`config.mk`:
```
export PLATFORM = sky130hd
export DESIGN_NAME = mem_initiator
export DESIGN_NICKNAME = d
export VERILOG_FILES = /design/src/rtl/mem_pkg.sv /design/src/rtl/mem_lane_align.sv /design/src/rtl/mem_initiator.sv
export SDC_FILE = /design/constraint.sdc
export NUM_CORES = 1
export LEC_CHECK = 0
export CELL_PAD_IN_SITES_DETAIL_PLACEMENT = 1
export CELL_PAD_IN_SITES_GLOBAL_PLACEMENT = 2
export CORE_ASPECT_RATIO = 1.25
export CORE_MARGIN = 4
export CORE_UTILIZATION = 27
export DETAILED_ROUTE_END_ITERATION = 16
export MAX_ROUTING_LAYER = met4
export PLACE_DENSITY_LB_ADDON = 0.1
export SYNTH_ARGS = -nofsm -noshare
export SYNTH_HDL_FRONTEND = slang
export SYNTH_HIERARCHICAL = 1
export SYNTH_SLANG_ARGS = --single-unit
```
`constraint.sdc`:
```
create_clock -name clock -period 2.9 [get_ports clock]
set_clock_uncertainty 0.2 [all_clocks]
set_input_delay 0.58 -clock clock [delete_from_list [all_inputs] [get_ports clock]]
set_output_delay 0.58 -clock clock [all_outputs]
set_load 0.005 [all_outputs]
```
`src/rtl/mem_pkg.sv`:
```
// -----------------------------------------------------------------------------
// mem_pkg
// Definitions shared by the memory initiator and its lane-alignment helper.
// It holds the access-size encoding and the initiator state enum. It also holds
// the helpers that turn an access size into a byte-enable pattern or into a
// misalignment test.
// -----------------------------------------------------------------------------
package mem_pkg;

   // Access size encoding as presented by the LSU on ioCore_size
   localparam logic [1:0] SZ_B = 2'd0;
   localparam logic [1:0] SZ_H = 2'd1;
   localparam logic [1:0] SZ_W = 2'd2;
   localparam logic [1:0] SZ_D = 2'd3;

   typedef enum logic [2:0] {
      ST_IDLE,
      ST_RREQ,
      ST_RWAIT,
      ST_WREQ,
      ST_RESP
   } memState_t;

   // Byte enables for an access of the given size starting at lane 0
   function automatic logic [7:0] sizeToMask(input logic [1:0] size);
      logic [7:0] mask;
      case (size)
         SZ_B:    mask = 8'h01;
         SZ_H:    mask = 8'h03;
         SZ_W:    mask = 8'h0F;
         default: mask = 8'hFF;
      endcase
      return mask;
   endfunction

   // An access is misaligned when any address bit below its size is set
   function automatic logic isMisaligned(input logic [2:0] addrLow, input logic [1:0] size);
      logic [2:0] lowMask;
      case (size)
         SZ_B:    lowMask = 3'b000;
         SZ_H:    lowMask = 3'b001;
         SZ_W:    lowMask = 3'b011;
         default: lowMask = 3'b111;
      endcase
      return (addrLow & lowMask) != 3'b000;
   endfunction

endpackage

```
`src/rtl/mem_lane_align.sv`:
```
// -----------------------------------------------------------------------------
// mem_lane_align
// Purely combinational byte-lane steering for a 64-bit memory bus.
//   byteOffset_i  : addr[2:0] of the access
//   size_i        : access size (SZ_B..SZ_D)
//   isSigned_i    : sign-extend the load result
//   storeData_i   : right-justified store data
//   loadData_i    : raw doubleword returned by memory
//   laneWData_o   : store data shifted into its byte lanes
//   laneWMask_o   : byte enables for the store
//   extData_o     : load data moved down to bit 0 and extended to 64 bits
// -----------------------------------------------------------------------------
module mem_lane_align
   import mem_pkg::*;
(
   input  logic [2:0]  byteOffset_i,
   input  logic [1:0]  size_i,
   input  logic        isSigned_i,
   input  logic [63:0] storeData_i,
   input  logic [63:0] loadData_i,
   output logic [63:0] laneWData_o,
   output logic [7:0]  laneWMask_o,
   output logic [63:0] extData_o
);

   logic [5:0]  bitShift;
   logic [63:0] loadShifted;

   assign bitShift    = {byteOffset_i, 3'b000};
   assign laneWData_o = storeData_i << bitShift;
   assign laneWMask_o = sizeToMask(size_i) << byteOffset_i;
   assign loadShifted = loadData_i >> bitShift;

   // Keep only the addressed field of the shifted load data. The bits above it
   // are filled with the field's top bit for signed loads, or with 0 otherwise.
   always_comb begin
      extData_o = loadShifted;
      case (size_i)
         SZ_B:    extData_o = {{56{isSigned_i & loadShifted[7]}},  loadShifted[7:0]};
         SZ_H:    extData_o = {{48{isSigned_i & loadShifted[15]}}, loadShifted[15:0]};
         SZ_W:    extData_o = {{32{isSigned_i & loadShifted[31]}}, loadShifted[31:0]};
         default: extData_o = loadShifted;
      endcase
   end

endmodule

```
`src/rtl/mem_initiator.sv`:
```
// -----------------------------------------------------------------------------
// mem_initiator
// Requesting end of the 64-bit ioMem interface. It takes one LSU load or store
// at a time and turns it into a doubleword-aligned read or write. It returns
// exactly one ioCore response per accepted request.
//   clock, reset        : rising-edge clock, async active-low reset
//   ioCore_valid/ready  : request handshake (ready only while idle)
//   ioCore_wen/addr/size/signed/wData : request fields
//   ioCore_rvalid/rData/err : one-cycle response with extended load data
//   ioMem_ren/wen       : one-cycle read/write request pulses
//   ioMem_addr/wData/wMask : aligned address, lane data, byte enables
//   ioMem_rData/rvalid/hit : read return path, hit qualifies rvalid
// -----------------------------------------------------------------------------
module mem_initiator
   import mem_pkg::*;
#(
   parameter int TIMEOUT   = 16,
   parameter int MAX_RETRY = 3
) (
   input  logic        clock,
   input  logic        reset,
   input  logic        ioCore_valid,
   output logic        ioCore_ready,
   input  logic        ioCore_wen,
   input  logic [31:0] ioCore_addr,
   input  logic [1:0]  ioCore_size,
   input  logic        ioCore_signed,
   input  logic [63:0] ioCore_wData,
   output logic        ioCore_rvalid,
   output logic [63:0] ioCore_rData,
   output logic        ioCore_err,
   output logic        ioMem_ren,
   output logic        ioMem_wen,
   output logic [31:0] ioMem_addr,
   output logic [63:0] ioMem_wData,
   output logic [7:0]  ioMem_wMask,
   input  logic [63:0] ioMem_rData,
   input  logic        ioMem_rvalid,
   input  logic        ioMem_hit
);

   localparam int TO_W = $clog2(TIMEOUT);
   localparam int RT_W = (MAX_RETRY > 0) ? $clog2(MAX_RETRY + 1) : 1;

   memState_t   state_q;
   logic [31:0] addr_q;
   logic [1:0]  size_q;
   logic        signed_q;
   logic [RT_W-1:0] retryCnt_q;
   logic [TO_W-1:0] timeoutCnt_q;

   logic        ready_q;
   logic        memRen_q;
   logic        memWen_q;
   logic [31:0] memAddr_q;
   logic [63:0] memWData_q;
   logic [7:0]  memWMask_q;
   logic        coreRValid_q;
   logic [63:0] coreRData_q;
   logic        coreErr_q;

   logic [2:0]  alignOffset;
   logic [1:0]  alignSize;
   logic [63:0] laneWData;
   logic [7:0]  laneWMask;
   logic [63:0] extData;

   // The store path runs on the request as it is being accepted. This lets the
   // write lanes be registered straight into the WREQ cycle. The load path
   // runs on the captured request.
   assign alignOffset = (state_q == ST_IDLE) ? ioCore_addr[2:0] : addr_q[2:0];
   assign alignSize   = (state_q == ST_IDLE) ? ioCore_size      : size_q;

   mem_lane_align uAlign (
      .byteOffset_i (alignOffset),
      .size_i       (alignSize),
      .isSigned_i   (signed_q),
      .storeData_i  (ioCore_wData),
      .loadData_i   (ioMem_rData),
      .laneWData_o  (laneWData),
      .laneWMask_o  (laneWMask),
      .extData_o    (extData)
   );

   // Single FSM with registered outputs. Every pulse output is cleared by
   // default each cycle. A pulse output is raised only on the transition into
   // the state that owns it, so it lasts exactly one cycle.
   always_ff @(posedge clock or negedge reset) begin
      if (!reset) begin
         state_q      <= ST_IDLE;
         addr_q       <= '0;
         size_q       <= SZ_B;
         signed_q     <= 1'b0;
         retryCnt_q   <= '0;
         timeoutCnt_q <= '0;
         ready_q      <= 1'b1;
         memRen_q     <= 1'b0;
         memWen_q     <= 1'b0;
         memAddr_q    <= '0;
         memWData_q   <= '0;
         memWMask_q   <= '0;
         coreRValid_q <= 1'b0;
         coreRData_q  <= '0;
         coreErr_q    <= 1'b0;
      end else begin
         memRen_q     <= 1'b0;
         memWen_q     <= 1'b0;
         memAddr_q    <= '0;
         memWData_q   <= '0;
         memWMask_q   <= '0;
         coreRValid_q <= 1'b0;
         coreRData_q  <= '0;
         coreErr_q    <= 1'b0;
         case (state_q)
            ST_IDLE: begin
               if (ioCore_valid) begin
                  addr_q       <= ioCore_addr;
                  size_q       <= ioCore_size;
                  signed_q     <= ioCore_signed;
                  retryCnt_q   <= '0;
                  timeoutCnt_q <= '0;
                  ready_q      <= 1'b0;
                  if (isMisaligned(ioCore_addr[2:0], ioCore_size)) begin
                     state_q      <= ST_RESP;
                     coreRValid_q <= 1'b1;
                     coreErr_q    <= 1'b1;
                  end else if (ioCore_wen) begin
                     state_q    <= ST_WREQ;
                     memWen_q   <= 1'b1;
                     memAddr_q  <= {ioCore_addr[31:3], 3'b000};
                     memWData_q <= laneWData;
                     memWMask_q <= laneWMask;
                  end else begin
                     state_q   <= ST_RREQ;
                     memRen_q  <= 1'b1;
                     memAddr_q <= {ioCore_addr[31:3], 3'b000};
                  end
               end
            end
            ST_RREQ: begin
               state_q      <= ST_RWAIT;
               timeoutCnt_q <= '0;
            end
            ST_RWAIT: begin
               // A hit completes the load. A miss either reissues the read or
               // gives up once the retries are used. Silence counts toward the
               // timeout.
               if (ioMem_rvalid && ioMem_hit) begin
                  state_q      <= ST_RESP;
                  coreRValid_q <= 1'b1;
                  coreRData_q  <= extData;
               end else if (ioMem_rvalid) begin
                  if (retryCnt_q < RT_W'(MAX_RETRY)) begin
                     retryCnt_q <= retryCnt_q + 1'b1;
                     state_q    <= ST_RREQ;
                     memRen_q   <= 1'b1;
                     memAddr_q  <= {addr_q[31:3], 3'b000};
                  end else begin
                     state_q      <= ST_RESP;
                     coreRValid_q <= 1'b1;
                     coreErr_q    <= 1'b1;
                  end
               end else if (timeoutCnt_q == TO_W'(TIMEOUT - 1)) begin
                  state_q      <= ST_RESP;
                  coreRValid_q <= 1'b1;
                  coreErr_q    <= 1'b1;
               end else begin
                  timeoutCnt_q <= timeoutCnt_q + 1'b1;
               end
            end
            ST_WREQ: begin
               state_q      <= ST_RESP;
               coreRValid_q <= 1'b1;
            end
            ST_RESP: begin
               state_q <= ST_IDLE;
               ready_q <= 1'b1;
            end
            default: begin
               state_q <= ST_IDLE;
               ready_q <= 1'b1;
            end
         endcase
      end
   end

   assign ioCore_ready  = ready_q;
   assign ioCore_rvalid = coreRValid_q;
   assign ioCore_rData  = coreRData_q;
   assign ioCore_err    = coreErr_q;
   assign ioMem_ren     = memRen_q;
   assign ioMem_wen     = memWen_q;
   assign ioMem_addr    = memAddr_q;
   assign ioMem_wData   = memWData_q;
   assign ioMem_wMask   = memWMask_q;

endmodule

```
==> results of run 1 <==
-- layer usage --
metal / global-route usage / vias up
met2: 0.351 / 272
met5: - / -
met3: 0.0451 / 61
met4: 0.0565 / 0
met1: 0.233 / 5273
li1: - / 4933
-- final cells by class --
class | count | area [um^2] | area share
Multi-Input combinational cell | 854 | 6060 | 0.345
Sequential cell | 214 | 5360 | 0.305
Timing Repair Buffer | 446 | 4560 | 0.260
Clock buffer | 37 | 763 | 0.0435
Tap cell | 572 | 716 | 0.0408
Clock inverter | 7 | 85.1 | 0.00485
Antenna cell | 4 | 10.0 | 0.000570
-- state kept, by name (all words and copies together), names as in the netlist --
| register | count |
|---|---|
| addr_q | 32 |
| retryCnt_q | 2 |
| ioMem_addr | 29 |
| ioCore_ready | 1 |
| ioMem_ren | 1 |
| ioCore_rData | 64 |
| signed_q | 1 |
| ioMem_wMask | 8 |
| ioMem_wData | 64 |
| ioCore_err | 1 |
| timeoutCnt_q | 4 |
| state_q | 3 |
| ioCore_rvalid | 1 |
| ioMem_wen | 1 |
| size_q | 2 |
-- logic make-up after synthesis --
group                      after synthesis
buffers and inverters                  121
xor gates and xnor gates                 1
other                                    1
adders and majority gates                2
AOI/OAI and AO/OA                      190
DFF                                    214
and+or+nand+nor                        477
muxes                                  181
-- cells in the final DEF, fill, tap and decap left out, drive strengths merged, types with 4 or more instances in the layout --
| cell type | n |
|---|---|
| a21oi | 26 |
| a32o | 29 |
| and2 | 81 |
| and3 | 66 |
| buf | 108 |
| clkbuf | 37 |
| clkdlybuf4s50 | 337 |
| clkinv | 5 |
| dfrtp | 213 |
| diode | 4 |
| mux2 | 37 |
| mux2i | 122 |
| mux4 | 22 |
| nand2 | 174 |
| nand2b | 12 |
| nand3 | 23 |
| nand4 | 25 |
| nor2 | 54 |
| nor2b | 19 |
| nor3 | 9 |
| o2111ai | 8 |
| o211ai | 9 |
| o21ai | 59 |
| o22ai | 19 |
| o2bb2ai | 22 |
-- stage by stage --
step	util	setup WS (ns)	instances	hold slack (ns)	total power, mW
final	0.397	0.116	2134	0.275	16.2
after global routing	0.397	0.0105	2134	0.298	17.4
after CTS	0.396	0.0342	2127	0.279	16.4
after detailed placement	0.376	-0.322	2082	0.263	13.0
after global placement	0.376	-0.271	2082	0.256	12.9
after floorplan	-	0.107	1189	0.0844	9.57
-- where the power goes --
group | internal [mW] | switching [mW]
sequential | 3.49 | 0.254
clock | 1.99 | 1.32
combinational | 4.41 | 4.72
-- what timing repair did --
| item | in CTS | in global routing |
|---|---|---|
| buffers inserted | 0 | 3 |
| hold buffers | 1 | 0 |
| gates resized for setup | 2 | 2 |
| setup endpoints to repair | 3 | 5 |
| hold endpoints to repair | 45 | 0 |
-- path summary, 6_finish.rpt --
| kind | endpoint | slack, ns | start | depth (start not counted) |
|---|---|---|---|---|
| setup / recovery | ioCore_rData[8] | 0.12 | state_q[2] | 9 |
| hold / removal | addr_q[26] | 0.28 | addr_q[26] | 2 |
| setup reg to reg | ioCore_rData[8] | 0.12 | state_q[2] | 9 |
| hold reg to reg | addr_q[26] | 0.28 | addr_q[26] | 2 |
| max in group asynchronous | ioMem_wData[31] | 1.33 | reset | 3 |
| min in group asynchronous | ioMem_addr[12] | 0.34 | reset | 2 |
-- critical path, cell delays in order (launching register included) --
cell and delay [ns]:
dfrtp_1 0.39, nor3_2 0.20, buf_6 0.16, mux2_8 0.40, buf_12 0.17, buf_12 0.16
mux4_2 0.43, mux2i_1 0.27, o21ai_1 0.11, and3_1 0.17
==> impl_metrics.csv, run 1 <==
group,metric,value,unit
status,status,"complete, no violations",
detailed_routing,wl_met2,25100,um
synth,synth_edf_count,0,
synth,yosysWarnings,6,
clock_network,cts-htree-levels,1,
clock_network,worst_skew_pair.late_latency,0.54,ns
detailed_routing,drt-pass1-iter-count,4,
sta,relSlewSlack,0.541,
synth,muxShareOfSynthArea,0.177,
worst_hold_path,hold_path.class,"reg2reg",
setup_path,worstPathRequired,3.13,ns
synth,synth_common_cells,"dfrtp_1 (213), nand2_1 (174), mux2i_1 (122), and2_1 (81), and3_1 (66)",
floorplanning,start_util,0.273,
clock_network,cts.clk_slew.worst_paths,0.06,ns
setup_path,cp-start-kind,"register",
final_layout,design_area,17500,um^2
power,p_leak,8.02,nW
synth,synth.most_common_cell,"dfrtp_1",
floorplanning,die_y,245,um
setup_path,cp_data_arrival_time,3.02,ns
synth,syn_avg_cell_area,10.2,um^2
setup_path,crit_fanout,18,
setup_path,cp-end-kind,"register",
synth,yosysUniqueCellTypes,56,
synth,async_flop_share,1.00,
run,max-cap-violations,0,
global_routing,grt_antenna_before_repair,4,
global_routing,grt_pass1_vias,11434,
global_routing,grt_first_pass_wirelength,72800,um
final_layout,nets,1714,
detailed_routing,viasPerCell,4.94,
sta,clock.fmax,359,MHz
detailed_routing,drt_iter0_drc,360,
synth,synth_compound_area_frac,0.110,
detailed_routing,finalWirelength,48600,um
detailed_routing,wl_per_cell,22.8,um
detailed_routing,highest_layer,"met4",
setup_path,critPathKind,"reg2reg",
detailed_routing,wl_met1,19100,um
sta,slew_violations,0,
clock_network,root_buffer,"clkbuf_16",
global_routing,grt_max_degree,88,
clock_network,cts_sinks,214,
detailed_routing,ant_nets,0,
synth,synth_xor_xnor_area_share,0.000725,
placed_design,dp_hpwl,36400,um
floorplanning,core-area,44200,um^2
synth,syn_area,12100,um^2
detailed_routing,drc,0,
floorplanning,die_w,197,um
synth,synth_top_cell_area_share,0.441,
synth,ys_ff_latch,214,
synth,synthCells,1187,
power,max-vdd-ir-drop,0.521,mV
floorplanning,die-area,48200,um^2
clock_network,numCtsBuffers,27,
clock_network,max-clock-path-buffers,3,
sta,tns,0,ns
synth,synth_top_area_cell,"dfrtp_1",
final_layout,fillers,4940,
global_routing,overflow,0,
placed_design,dpl_cell_area,16600,um^2
sta,hold_violations,0,
detailed_routing,vias,10539,
synth,ys_top_cells_by_area,"dfrtp_1 (44%), mux2i_1 (10%), nand2_1 (5.4%)",
global_routing,grt_util_all_layers,0.201,
detailed_routing,met3_wirelength,3040,um
placed_design,place.gp.congestion,0.854,
placed_design,portBuffers,338,
final_layout,syn2layout_area_growth,45.2,%
clock_network,tritoncts,"built",
sta,period_share,0.960,
power,p_per_area,922,nW/um^2
synth,synth_ff_type,"dfrtp_1",
sta,fin_crit,2.78,ns
synth,synthSimpleGateAreaFrac,0.207,
floorplanning,num_rows,86,
synth,synth_top_family_by_area,"simple AND/OR/NAND/NOR gates",
sta,max_slew.worst_pin.slew,0.689,ns
synth,synthAdderAreaFrac,0.00207,
final_layout,drive_above_1_share,0.152,
synth,seq_area_frac_synth,0.443,
floorplanning,ioPinCount,342,
sta,setup_viol,0,
sta,rsz0062_at_grt,"no",
No activity file was read; power rests on OpenSTA's default activity.
==> run 2: changes to the inputs <==
--- a/config.mk
+++ b/config.mk
@@ -7,7 +7,7 @@
 export LEC_CHECK = 0
 export CELL_PAD_IN_SITES_DETAIL_PLACEMENT = 1
 export CELL_PAD_IN_SITES_GLOBAL_PLACEMENT = 2
-export CORE_ASPECT_RATIO = 1.25
+export CORE_ASPECT_RATIO = 1.5
 export CORE_MARGIN = 4
 export CORE_UTILIZATION = 27
 export DETAILED_ROUTE_END_ITERATION = 16
==> run 2 against run 1 <==
Against the previous run: sequential cell count did not move; combinational power barely moved; die area grew 0.10%; critical endpoint is now ioMem_wData[46]; routed wire length increased by 2.1%; count of clock-buffer cells in the layout grew 4; largest power group unchanged; highest routed layer unchanged; core utilization up 0.20 points; worst hold slack gained 0.0017 ns.
==> impl_metrics.csv, run 2 (same netlist as run 1, synthesis figures left out) <==
group,metric,value,unit
status,status,"complete, no violations",
global_routing,grt_max_degree,66,
detailed_routing,drt-pass1-iter-count,4,
setup_path,worstPathRequired,3.18,ns
setup_path,cp-start-kind,"register",
detailed_routing,ant_nets,0,
final_layout,nets,1719,
final_layout,fillers,4868,
global_routing,grt_pass1_vias,11699,
floorplanning,core-area,44100,um^2
power,p_leak,8.02,nW
sta,slew_violations,0,
global_routing,grt_antenna_before_repair,2,
detailed_routing,vias,10544,
floorplanning,die_w,181,um
sta,period_share,0.968,
clock_network,cts-htree-levels,1,
floorplanning,start_util,0.274,
sta,relSlewSlack,0.537,
setup_path,cp_cell_sequence,"nor3_2 -> buf_6 -> buf_4 -> mux2_4 -> buf_4 -> buf_4 -> mux2i_1 -> nand2_1 -> o21ai_0 -> o22ai_1 -> and2_1",
setup_path,cp_common_cell,"buf_4",
setup_path,cp-end-kind,"register",
final_layout,syn2layout_area_growth,45.5,%
floorplanning,num_rows,94,
final_layout,layout_common_cells,"clkdlybuf4s50_1 (337), dfrtp_1 (213), nand2_1 (174)",
sta,hold_violations,0,
sta,setup_viol,0,
detailed_routing,viasPerCell,4.91,
clock_network,cts_sinks,214,
setup_path,critPathKind,"reg2reg",
setup_path,crit_fanout,10,
floorplanning,die_y,267,um
detailed_routing,drc,0,
sta,max_slew.worst_pin.slew,0.695,ns
setup_path,cp_slowest_stage_delay,0.41,ns
power,max-vdd-ir-drop,0.424,mV
clock_network,tritoncts,"built",
sta,tns,0,ns
clock_network,worst_skew_pair.late_latency,0.54,ns
setup_path,cp_top_family,"buffers and inverters",
sta,fin_crit,2.81,ns
floorplanning,die-area,48300,um^2
worst_hold_path,hold_path.class,"reg2reg",
setup_path,cp_data_arrival_time,3.08,ns
placed_design,dp_hpwl,36800,um
final_layout,fin_cells,2146,
detailed_routing,wl_per_cell,23.1,um
detailed_routing,drt_iter0_drc,417,
clock_network,max-clock-path-buffers,3,
placed_design,dp.cells,2092,
run,max-cap-violations,0,
placed_design,place.gp.congestion,0.823,
final_layout,final_common_cell,"clkdlybuf4s50_1",
placed_design,dpl_cell_area,16600,um^2
power,power,16.3,mW
sta,clock.fmax,356,MHz
clock_network,root_buffer,"clkbuf_16",
detailed_routing,finalWirelength,49600,um
setup_path,worstPathBufferInverterCount,4,
floorplanning,ioPinCount,342,
sta,rsz0062_at_grt,"no",
global_routing,overflow,0,
final_layout,drive_above_1_share,0.160,
final_layout,design_area,17600,um^2
final_layout,utilization,0.399,
setup_path,crit_slowest_cell,"o22ai_1",
placed_design,portBuffers,338,
global_routing,grt_util_all_layers,0.206,
power,p_per_area,929,nW/um^2
global_routing,grt_first_pass_wirelength,74500,um
clock_network,cts.clk_slew.worst_paths,0.06,ns
clock_network,numCtsBuffers,26,
## run 2: worst register-to-register path: cells and delay by family (launching register included)
| family | cells | cell delay [ns] |
|---|---|---|
| AOI/OAI and AO/OA | 2 | 0.49 |
| buffers and inverters | 4 | 0.69 |
| and+or+nand+nor | 3 | 0.48 |
| muxes | 2 | 0.49 |
| DFF | 1 | 0.40 |
## run 2: repair_timing
item | in CTS | in global routing
hold buffers | 1 | 0
gates cloned | 0 | 0
buffers inserted | 3 | 0
hold endpoints to repair | 57 | 0
gates resized for setup | 3 | 8
setup endpoints to repair | 3 | 28
pin swaps | 0 | 2
## run 2: power breakdown
part | switching (mW) | total, mW | internal (mW)
Combinational | 4.83 | 9.15 | 4.32
Clock | 1.36 | 3.44 | 2.08
Sequential | 0.253 | 3.74 | 3.49
Total | 6.44 | 16.3 | 9.89
## run 2: metrics by stage
step	worst slack, ns	hold WS [ns]
finish	0.0925	0.277
detailed placement	-0.270	0.267
CTS	0.0331	0.282
global placement	-0.236	0.254
global route	0.00192	0.302
floorplan	0.107	0.0844
## run 2: worst paths after layout
check	startpoint	endpoint	slack (ns)	depth (start not counted)
min reg2reg	addr_q[5]	addr_q[5]	0.28	2
min	addr_q[5]	addr_q[5]	0.28	2
max in group asynchronous	reset	addr_q[15]	1.34	3
max reg2reg	state_q[2]	ioMem_wData[46]	0.09	11
min in group asynchronous	reset	ioMem_addr[14]	0.37	2
max	state_q[2]	ioMem_wData[46]	0.09	11
## run 2: area by class of cell
class / count / area [um^2] / area share
Clock buffer: 41 / 808 / 0.0460
Timing Repair Buffer: 452 / 4500 / 0.256
Clock inverter: 7 / 91.3 / 0.00519
Multi-Input combinational cell: 854 / 6100 / 0.347
Tap cell: 576 / 721 / 0.0410
Antenna cell: 2 / 5.00 / 0.000285
Sequential cell: 214 / 5360 / 0.305
## run 2: metal layers
layer | vias to the layer above | global-route usage | wire length, um
li1 | 4925 | - | -
met1 | 5258 | 0.215 | 18100
met2 | 288 | 0.372 | 26300
met3 | 73 | 0.0486 | 2980
met4 | 0 | 0.0849 | 2190
met5 | - | - | 0
